===== config.mk =====
export PLATFORM = sky130hd
export DESIGN_NAME = ccff_chain_loader_flat
export DESIGN_NICKNAME = d
export VERILOG_FILES = /design/src/rtl/ccff_chain_loader_if.sv /design/src/rtl/ccff_chain_loader.sv /design/src/flat_wrapper.sv
export SDC_FILE = /design/constraint.sdc
export NUM_CORES = 1
export LEC_CHECK = 0
export ABC_CLOCK_PERIOD_IN_PS = 5310
export CAP_MARGIN = 20
export CORE_UTILIZATION = 65
export CTS_CLUSTER_SIZE = 20
export DETAILED_ROUTE_END_ITERATION = 10
export DONT_BUFFER_PORTS = 1
export PLACE_DENSITY = 0.92
export SLEW_MARGIN = 20
export SYNTH_ARGS = -nofsm -noshare
export SYNTH_HDL_FRONTEND = slang
export SYNTH_SLANG_ARGS = --single-unit

===== constraint.sdc =====
create_clock -name prog_clk -period 5.31 [get_ports prog_clk]
set_input_delay 1.062 -clock prog_clk [delete_from_list [all_inputs] [get_ports prog_clk]]
set_output_delay 1.062 -clock prog_clk [all_outputs]
set_load 0.01 [all_outputs]

===== src/rtl/ccff_chain_loader_if.sv =====
// Bitstream word stream feeding the ccff chain loader: one word per s_valid & s_ready handshake.
interface ccff_chain_loader_if #(
    parameter int WORD_W = 8
);
    logic [WORD_W-1:0] s_data;
    logic              s_valid;
    logic              s_ready;

    modport master (output s_data, output s_valid, input s_ready);
    modport slave  (input s_data, input s_valid, output s_ready);
endinterface


===== src/rtl/ccff_chain_loader.sv =====
// Serialises bitstream words MSB first onto one ccff chain segment, pulsing shift enable for exactly CHAIN_LEN cycles.
// s_ready only in FETCH (stall holds the chain); CCFF_VERIFY_EN adds a tail-vs-head compare for reloads of the same stream.
module ccff_chain_loader #(
    parameter int CHAIN_LEN = 30,
    parameter int WORD_W    = 8
) (
    input  logic prog_clk,
    input  logic prog_reset_n,
    input  logic cfg_start,
    input  logic cfg_abort,
    ccff_chain_loader_if.slave s,
    output logic ccff_head,
    output logic ccff_shift_en,
    input  logic ccff_tail,
`ifdef CCFF_VERIFY_EN
    input  logic cfg_verify,
    output logic cfg_mismatch,
`endif
    output logic cfg_busy,
    output logic cfg_done
);

    localparam int CNT_W = $clog2(CHAIN_LEN + 1);
    localparam int WL_W  = $clog2(WORD_W + 1);

    typedef enum logic [1:0] {IDLE, FETCH, SHIFT, DONE} state_t;

    state_t            state_q;
    logic [WORD_W-1:0] shift_q;
    logic [CNT_W-1:0]  bit_cnt_q;
    logic [CNT_W-1:0]  bit_cnt_d;
    logic [WL_W-1:0]   word_left_q;
    logic [WL_W-1:0]   word_len_d;
    logic [31:0]       bits_left;
    logic              s_ready_q;
    logic              head_q;
    logic              shift_en_q;
    logic              busy_q;
    logic              done_q;
    logic              accept;

    // The final word may carry fewer useful bits than WORD_W; its low bits are never shifted.
    assign bits_left  = 32'(CHAIN_LEN) - 32'(bit_cnt_q);
    assign word_len_d = (bits_left < 32'(WORD_W)) ? WL_W'(bits_left) : WL_W'(WORD_W);
    assign bit_cnt_d  = bit_cnt_q + CNT_W'(1);

    // Abort must block a same-cycle handshake and suppress a pending done pulse.
    assign s.s_ready = s_ready_q & ~cfg_abort;
    assign accept    = s.s_valid & s.s_ready;

    assign ccff_head     = head_q;
    assign ccff_shift_en = shift_en_q;
    assign cfg_busy      = busy_q;
    assign cfg_done      = done_q & ~cfg_abort;

`ifdef CCFF_VERIFY_EN
    logic verify_q;
    logic mismatch_q;
    assign cfg_mismatch = mismatch_q;
`else
    logic unused_tail;
    assign unused_tail = ccff_tail;
`endif

    always_ff @(posedge prog_clk or negedge prog_reset_n) begin
        if (!prog_reset_n) begin
            state_q     <= IDLE;
            shift_q     <= '0;
            bit_cnt_q   <= '0;
            word_left_q <= '0;
            s_ready_q   <= 1'b0;
            head_q      <= 1'b0;
            shift_en_q  <= 1'b0;
            busy_q      <= 1'b0;
            done_q      <= 1'b0;
`ifdef CCFF_VERIFY_EN
            verify_q    <= 1'b0;
            mismatch_q  <= 1'b0;
`endif
        end else if (cfg_abort) begin
            state_q    <= IDLE;
            s_ready_q  <= 1'b0;
            head_q     <= 1'b0;
            shift_en_q <= 1'b0;
            busy_q     <= 1'b0;
            done_q     <= 1'b0;
        end else begin
            case (state_q)
                IDLE: begin
                    if (cfg_start) begin
                        state_q    <= FETCH;
                        s_ready_q  <= 1'b1;
                        busy_q     <= 1'b1;
                        bit_cnt_q  <= '0;
`ifdef CCFF_VERIFY_EN
                        verify_q   <= cfg_verify;
                        mismatch_q <= 1'b0;
`endif
                    end
                end
                FETCH: begin
                    if (accept) begin
                        state_q     <= SHIFT;
                        s_ready_q   <= 1'b0;
                        shift_en_q  <= 1'b1;
                        head_q      <= s.s_data[WORD_W-1];
                        shift_q     <= s.s_data << 1;
                        word_left_q <= word_len_d;
                    end
                end
                SHIFT: begin
`ifdef CCFF_VERIFY_EN
                    if (verify_q && (ccff_tail != head_q)) begin
                        mismatch_q <= 1'b1;
                    end
`endif
                    bit_cnt_q <= bit_cnt_d;
                    if (word_left_q == WL_W'(1)) begin
                        shift_en_q <= 1'b0;
                        head_q     <= 1'b0;
                        if (bit_cnt_d == CNT_W'(CHAIN_LEN)) begin
                            state_q <= DONE;
                            done_q  <= 1'b1;
                        end else begin
                            state_q   <= FETCH;
                            s_ready_q <= 1'b1;
                        end
                    end else begin
                        head_q      <= shift_q[WORD_W-1];
                        shift_q     <= shift_q << 1;
                        word_left_q <= word_left_q - WL_W'(1);
                    end
                end
                DONE: begin
                    state_q <= IDLE;
                    done_q  <= 1'b0;
                    busy_q  <= 1'b0;
                end
                default: state_q <= IDLE;
            endcase
        end
    end

endmodule


===== src/flat_wrapper.sv =====
// flat-port wrapper written by rule: the top's interface ports become plain ports
module ccff_chain_loader_flat 
#(
    parameter int CHAIN_LEN = 30,
    parameter int WORD_W    = 8
)
  (prog_clk, prog_reset_n, cfg_start, cfg_abort, ccff_head, ccff_shift_en, ccff_tail, cfg_busy, cfg_done, s_s_data, s_s_valid, s_s_ready);
  ccff_chain_loader_if #(.WORD_W(WORD_W)) s_i ();
  input  logic prog_clk;
  input  logic prog_reset_n;
  input  logic cfg_start;
  input  logic cfg_abort;
  output logic ccff_head;
  output logic ccff_shift_en;
  input  logic ccff_tail;
  output logic cfg_busy;
  output logic cfg_done;
  input wire logic [$bits(s_i.s_data)-1:0] s_s_data;
  input wire logic [$bits(s_i.s_valid)-1:0] s_s_valid;
  output wire logic [$bits(s_i.s_ready)-1:0] s_s_ready;
  assign s_i.s_data = s_s_data;
  assign s_i.s_valid = s_s_valid;
  assign s_s_ready = s_i.s_ready;
  ccff_chain_loader #(.CHAIN_LEN(CHAIN_LEN), .WORD_W(WORD_W)) u_core (.prog_clk(prog_clk), .prog_reset_n(prog_reset_n), .cfg_start(cfg_start), .cfg_abort(cfg_abort), .s(s_i), .ccff_head(ccff_head), .ccff_shift_en(ccff_shift_en), .ccff_tail(ccff_tail), .cfg_busy(cfg_busy), .cfg_done(cfg_done));
endmodule

==> results by group, run 1 <==
Status
  • Status: completed

Synthesis
  • Post-synth top area share: 39.97%
  • Most frequent cell after synthesis: dfrtp_1
  • Synthesized area per cell: 9.173 um2
  • EDFF count, synth: 0
  • YS warnings: 0
  • Post-synth ARST share: 100.0%
  • Register bit count reported by yosys: 23
  • Sequential element share of the synthesized area: 39.97%
  • Synth Instances: 157
  • Cell variety after synth: 39
  • Synth Cell Area: 1440 um2
  • Synthesized Nets: 179
  • Synth top cells by count: 23 x dfrtp_1, 19 x nor2_1, 16 x nand2_1, 15 x a21oi_1, 11 x o21ai_0
  • Synth top area cells: dfrtp_1 40%, ha_1 7.0%, mux2i_1 6.3%
  • Yosys top cell by area: dfrtp_1
  • Ys flop type: dfrtp_1

Timing
  • Fin Hold WS: 408.8 ps
  • Slew HR: 50.29%
  • Post-layout worst setup margin: 2637 ps
  • Clk_skew: 4.974 ps
  • Worst-margin pin slew: 745.7 ps
  • Fin. Hold Viols: 0
  • Total negative slack: 0 ps
  • Slew Limit Fails: 0
  • Final worst path period share: 50.34%
  • FMAX: 374.1 MHz
  • RSZ-0062 raised after global routing: false
  • Final setup vio count: 0
  • Minimum clock period: 2673 ps

Placed design
  • Area after DPL: 1423 um2
  • GPL Wtd Cong: 0.7735
  • Cell count after placement: 177
  • IO buf count: 0
  • Dpl ws: 2344 ps
  • Final HPWL DP: 1955 um

Detailed routing
  • DR vias/cell: 6.165
  • Avg WL per Cell: 14.95 um
  • WL final: 2720 um
  • DR vias: 1,122
  • Drt first pass iters: 4
  • Final antenna-violating net count: 0
  • DRT iter0 DRCs: 35
  • DRC: 0

Power and ir drop
  • Pwr Density: 394.9 nW/um2
  • Worst VDD drop: 0.0003419 V
  • Tot Pwr: 0.5771 mW
  • Leakage power: 0.6044 nW

Clock network
  • Htree depth: 1
  • Post-CTS Setup Inserts: 0
  • Root Buffer: clkbuf_4
  • # resized after CTS: 0
  • CTS max path bufs: 2
  • CTS Hold Bufs: 0
  • CTS Buf Count: 3
  • Clk_lat worst skew: 320 ps
  • Clk pin slew, worst setup/hold paths: 130 ps
  • Clock Sinks: 23
  • CTS tree: yes

Worst setup path
  • CP required: 5530 ps
  • Critical Path Fanout Max: 17
  • Worst reg-to-reg setup slack: 2640 ps
  • RR Startpoint: u_core.state_q[0]
  • Startpoint types: register
  • CP startpoint: u_core.state_q[0]
  • Critical path arrival: 2900 ps
  • Setup CP Type: reg -> reg
  • Critical Path Sink Type: register

Global route
  • Global-route wire length before repair: 4643 um
  • Largest net degree at the start of global routing: 24
  • Initial antenna violation count: 0
  • GRT Resource Usage Total: 25.45%
  • Vias in the first global route: 1,080
  • Global route overflow: 0

Layout
  • Ant diodes: 0
  • Cell area after layout: 1461 um2
  • Final Core Density: 72.28%
  • Fraction of layout cells with a size suffix above 1: 8.387%
  • Final cell count without fillers: 182
  • Fillers: 134
  • Register Area: 575.6 um2
  • Multi-input gate area: 787.0 um2
  • # nets final: 178
  • Synth-to-layout area growth: 1.477%

Floorplanning
  • Cell row count: 16
  • Total die area: 2408 um2
  • DIE HEIGHT: 49.07 um
  • Core area: 2022 um2
  • Die width: 49.07 um
  • Starting Density: 71.23%
  • Num ports: 19

Worst hold path
  • Min-delay worst type: in -> async

Job
  • Total of max-cap violations: 0
cell type report:
type / count / area share (%)
clock buffers: 3 / 1.541
clock inverters: 1 / 0.3425
inverters: 7 / 1.798
multi-input cells: 120 / 53.85
flip-flops and latches: 23 / 39.38
well taps: 27 / 2.312
repair buffers: 1 / 0.7705
routing by layer:
metal  global-route usage (%)  share of wire [%]  vias to the layer above
li1                         -                  -                      553
met2                    43.84                 50                       31
met5                        0                  0                        -
met1                    30.33                 44                      533
met4                    10.29                1.6                        0
met3                    5.919                4.7                        5
state kept, by name, indices dropped and copies added (netlist names):
register / flops
u_core.done_q: 1
u_core.shift_q: 7
u_core.ccff_head: 1
u_core.state_q: 2
u_core.word_left_q: 4
u_core.ccff_shift_en: 1
u_core.cfg_busy: 1
u_core.s_ready_q: 1
u_core.bit_cnt_q: 5
worst paths after layout:
check                                   endpoint  cells past startpoint
max                        u_core.word_left_q[2]                      8
min                        u_core.word_left_q[1]                      0
max reg2reg                u_core.word_left_q[2]                      8
min reg2reg                        u_core.done_q                      2
max in group asynchronous      u_core.shift_q[6]                      0
min in group prog_clk              u_core.done_q                      2
critical path, stage by stage (launching register included):
cell,delay (ps)
dfrtp_1,460
inv_1,130
ha_1,650
nor2_1,180
a2111oi_4,510
buf_6,240
and3_1,160
o21ai_1,60
o221a_2,160
power breakdown:
group          switching, mW  internal, mW
clock network         0.0551        0.0283
registers             0.0499         0.230
logic                  0.120        0.0936
kinds of logic (layout without fill, tap and decap cells):
| kind of cell | Yosys count | count (layout) | share of synthesized area [%] |
|---|---|---|---|
| buffers and inverters | 14 | 12 | 5.386 |
| flip-flops | 23 | 23 | 39.97 |
| XOR/XNOR | 2 | 2 | 1.217 |
| adder cells (fa/ha/maj) | 8 | 8 | 6.951 |
| AO/OA/AOI/OAI | 40 | 40 | 19.72 |
| AND/OR/NAND/NOR | 61 | 61 | 20.50 |
| multiplexers | 9 | 9 | 6.256 |
placed cells by master (no fill, tap or decap), types with 2 or more instances in the layout:
| cell | instances |
|---|---|
| nor3_1 | 5 |
| a31oi_1 | 2 |
| ha_1 | 8 |
| clkbuf_4 | 3 |
| nand2_1 | 16 |
| nor2b_1 | 5 |
| nand3_1 | 5 |
| o21ai_0 | 11 |
| inv_1 | 7 |
| a21oi_1 | 15 |
| mux2i_1 | 9 |
| nor2_1 | 19 |
| and2_1 | 2 |
| dfrtp_1 | 23 |
| nand2b_1 | 2 |
(Power assumes the default switching activity.)
==> run 2: changes to the inputs <==
Settings changed: ABC_AREA set to 1, ABC_CLOCK_PERIOD_IN_PS 5310 to 2750, CORE_UTILIZATION 65 to 62, PLACE_DENSITY 0.92 to 0.89.
Clock period 5.31 ns to 2.75 ns, I/O delays scaled along.
==> results by group, run 2 <==
Clock network
  • CTS Buf Count: 3 (unchanged)
  • Post-CTS Setup Inserts: 0 (unchanged)
  • CTS Hold Bufs: 1 (+1)
  • CTS max path bufs: 2 (unchanged)
  • Clk_lat worst skew: 310 ps (about the same)
  • # resized after CTS: 0 (unchanged)
  • Root Buffer: clkbuf_4
  • Clk pin slew, worst setup/hold paths: 120 ps (about the same)
  • CTS tree: yes
  • Clock Sinks: 23 (unchanged)
  • Htree depth: 1 (unchanged)

Detailed routing
  • DR vias/cell: 5.491 (-11%)
  • Avg WL per Cell: 12.24 um (-18%)
  • WL final: 2644 um (-2.8%)
  • DRT iter0 DRCs: 24 (-31%)
  • Final antenna-violating net count: 0 (unchanged)
  • Drt first pass iters: 4 (unchanged)
  • DR vias: 1,186 (+5.7%)
  • DRC: 0 (unchanged)

Layout
  • Biggest register: u_core.shift_q
  • Max FFs per register: 7 (unchanged)
  • Commonest non-fill, non-tap cell in the layout: nand2_1
  • Final Core Density: 66.50% (-5.8 points)
  • Final cell count without fillers: 216 (+19%)
  • Synth-to-layout area growth: 1.021%
  • Register Area: 575.6 um2 (unchanged)
  • Most frequent cells in the layout: 45 x nand2_1, 23 x inv_1, 23 x dfrtp_1, 20 x nor2_1
  • Multi-input gate area: 735.7 um2 (-6.5%)
  • Fraction of layout cells with a size suffix above 1: 12.23% (+3.8 points)
  • Ant diodes: 0 (unchanged)
  • Largest regs: u_core.shift_q: 7 flops, u_core.bit_cnt_q: 5 flops, u_core.word_left_q: 4 flops
  • Cell area after layout: 1485 um2 (+1.6%)
  • Fillers: 179 (+34%)
  • # nets final: 211 (+19%)

Power and ir drop
  • Switching Fraction: 45.24% (+6.2 points)
  • Clock network fraction of design power: 11.4% (-3.0 points)
  • Worst VDD drop: 0.0007025 V (+110%)
  • Flop pwr share: 42.2% (-6.3 points)
  • Logic pwr share: 46.4% (+9.3 points)
  • Tot Pwr: 1.363 mW (+140%)
  • Internal power: 0.7466 mW (+110%)
  • Psw: 0.6167 mW (+170%)
  • Pwr Density: 917.9 nW/um2 (+130%)
  • Leakage power: 0.7437 nW (+23%)

Timing
  • Slew HR: 66.02% (+16 points)
  • Final worst path period share: 74.84% (+24 points)
  • Slew Limit Fails: 0 (unchanged)
  • Fin. Hold Viols: 0 (unchanged)
  • Worst-margin pin slew: 509.7 ps (-236.0 ps)
  • FMAX: 485.9 MHz (+30%)
  • RSZ-0062 raised after global routing: false
  • Final setup vio count: 0 (unchanged)
  • Total negative slack: 0 ps (unchanged)
  • Clk_skew: 6.257 ps (+1.283 ps)
  • Minimum clock period: 2058 ps (-614.9 ps)

Synthesis
  • Synthesized Nets: 210 (+17%)
  • YS warnings: 0 (unchanged)
  • Post-synth ARST share: 100.0% (unchanged)
  • Yosys top cell by area: dfrtp_1
  • Ys flop type: dfrtp_1
  • Synth top cells by count: 45 x nand2_1, 23 x dfrtp_1, 23 x inv_1, 20 x nor2_1
  • Synth Cell Area: 1470 um2 (+2.1%)
  • EDFF count, synth: 0 (unchanged)
  • Most frequent cell after synthesis: nand2_1
  • Synthesized area per cell: 7.820 um2 (-15%)
  • Synth top area cells: dfrtp_1 39%, nand2_1 11%, ha_1 6.8%
  • Register bit count reported by yosys: 23 (unchanged)
  • Synth Instances: 188 (+20%)
  • Post-synth top area share: 39.15% (-0.82 points)
  • Sequential element share of the synthesized area: 39.15% (-0.82 points)
  • Cell variety after synth: 27 (-31%)

Worst setup path
  • FF-to-FF path depth: 10 (+2)
  • Setup CP Type: reg -> reg
  • Worst Setup EP: u_core.s_ready_q
  • RR Endpoint: u_core.s_ready_q
  • RR Startpoint: u_core.state_q[0]
  • Startpoint types: register
  • Critical Path Sink Type: register
  • Worst reg-to-reg setup slack: 690 ps (-1950 ps)
  • Critical path arrival: 2280 ps (-620 ps)
  • CP required: 2970 ps (-2560 ps)
  • CP startpoint: u_core.state_q[0]
  • Critical Path Fanout Max: 22 (+5)

Worst hold path
  • Min-delay worst type: in -> async

Global route
  • Vias in the first global route: 1,179 (+9.2%)
  • Met2 Resource Use GR: 41.78% (-2.1 points)
  • Global-route wire length before repair: 4747 um (+2.2%)
  • Global route hottest layer: met2
  • Grt met1 use: 30.20% (-0.13 points)
  • Global route overflow: 0 (unchanged)
  • GRT Resource Usage Total: 24.16% (-1.3 points)
  • Largest net degree at the start of global routing: 24 (unchanged)
  • GR Util met3: 3.030% (-2.9 points)
  • Initial antenna violation count: 0 (unchanged)

Floorplanning
  • Num ports: 19 (unchanged)
  • Core area: 2233 um2 (+10%)
  • Starting Density: 65.83% (-5.4 points)
  • Cell row count: 17 (+1)
  • DIE HEIGHT: 50.70 um (+3.3%)
  • Die width: 50.70 um (+3.3%)
  • Total die area: 2570 um2 (+6.7%)

Job
  • Total of max-cap violations: 0 (unchanged)

Placed design
  • IO buf count: 0 (unchanged)
  • Final HPWL DP: 1985 um (+1.6%)
  • GPL Wtd Cong: 0.8445 (+9.2%)
  • Area after DPL: 1454 um2 (+2.2%)
  • Cell count after placement: 211 (+19%)

Status
  • Status: completed
==> run 2: changes by cell type after synthesis, sizes merged, moves of 4 or more <==
| cell | change |
|---|---|
| a21oi | -11 |
| nand3 | +11 |
| nand2 | +34 |
| nor2b | -5 |
| nand4 | +4 |
| inv | +17 |
| nor3 | -5 |
| mux2i | -8 |
| o21ai | +11 |
==> run 2: layout make-up <==
type	instances	area share, %
multi-input combinational	134	49.54
sequential	23	38.75
inverter	26	7.245
timing repair buffer	1	0.3370
clock buffer	4	1.769
tap	28	2.359
==> run 2: per-layer routing <==
metal	vias up	wire length [um]
met5	-	0
met1	549	1200
met4	0	39
met2	26	1304
li1	606	-
met3	5	99
==> run 2: power by group through the flow <==
stage | Combinational [mW] | Clock (mW) | Sequential [mW]
after floorplan | 0.564 | 0 | 0.556
after global placement | 0.585 | 0 | 0.570
after detailed placement | 0.622 | 0 | 0.581
after CTS | 0.634 | 0.156 | 0.573
after global routing | 0.728 | 0.168 | 0.591
final | 0.633 | 0.155 | 0.575
==> run 2: worst min-delay path by stage <==
stage	startpoint	endpoint	slack [ps]	cells after the start
6_report	prog_reset_n	u_core.bit_cnt_q[2]	190	1
3_3_place_gp	prog_reset_n	u_core.shift_q[1]	260	0
3_5_place_dp	prog_reset_n	u_core.word_left_q[2]	260	0
2_1_floorplan	prog_reset_n	u_core.bit_cnt_q[0]	250	0
4_1_cts	cfg_abort	u_core.cfg_busy	320	1
5_1_grt	prog_reset_n	u_core.bit_cnt_q[2]	220	1
==> run 2: cell families (layout without fill, tap and decap cells) <==
kind of cell    count (synthesis)  in the layout  synth area share (%)
fa+ha+maj                       8              8                 6.809
buf+inv                        31             31                 10.81
simple gates                   93             93                 28.34
compound gates                 32             32                 14.21
flops                          23             23                 39.15
mux                             1              1                0.6809
==> run 2: through the flow <==
stage | hold WS, ps | setup slack (ps)
global route | 221.9 | 436.1
detailed placement | 255.2 | 778.5
finish | 185.0 | 692.0
floorplan | 254.4 | 1187
CTS | 322.2 | 756.6
global placement | 255.1 | 840.6
==> run 2: worst max-delay path, cell delays in order (launching register included) <==
cell and delay, ps:
dfrtp_1 460, inv_1 110, ha_1 350, inv_2 330, nor2_2 100, nand2_2 140
nand3_1 140, nor2_1 170, nand2_1 70, nand2_1 50, nand2_1 40
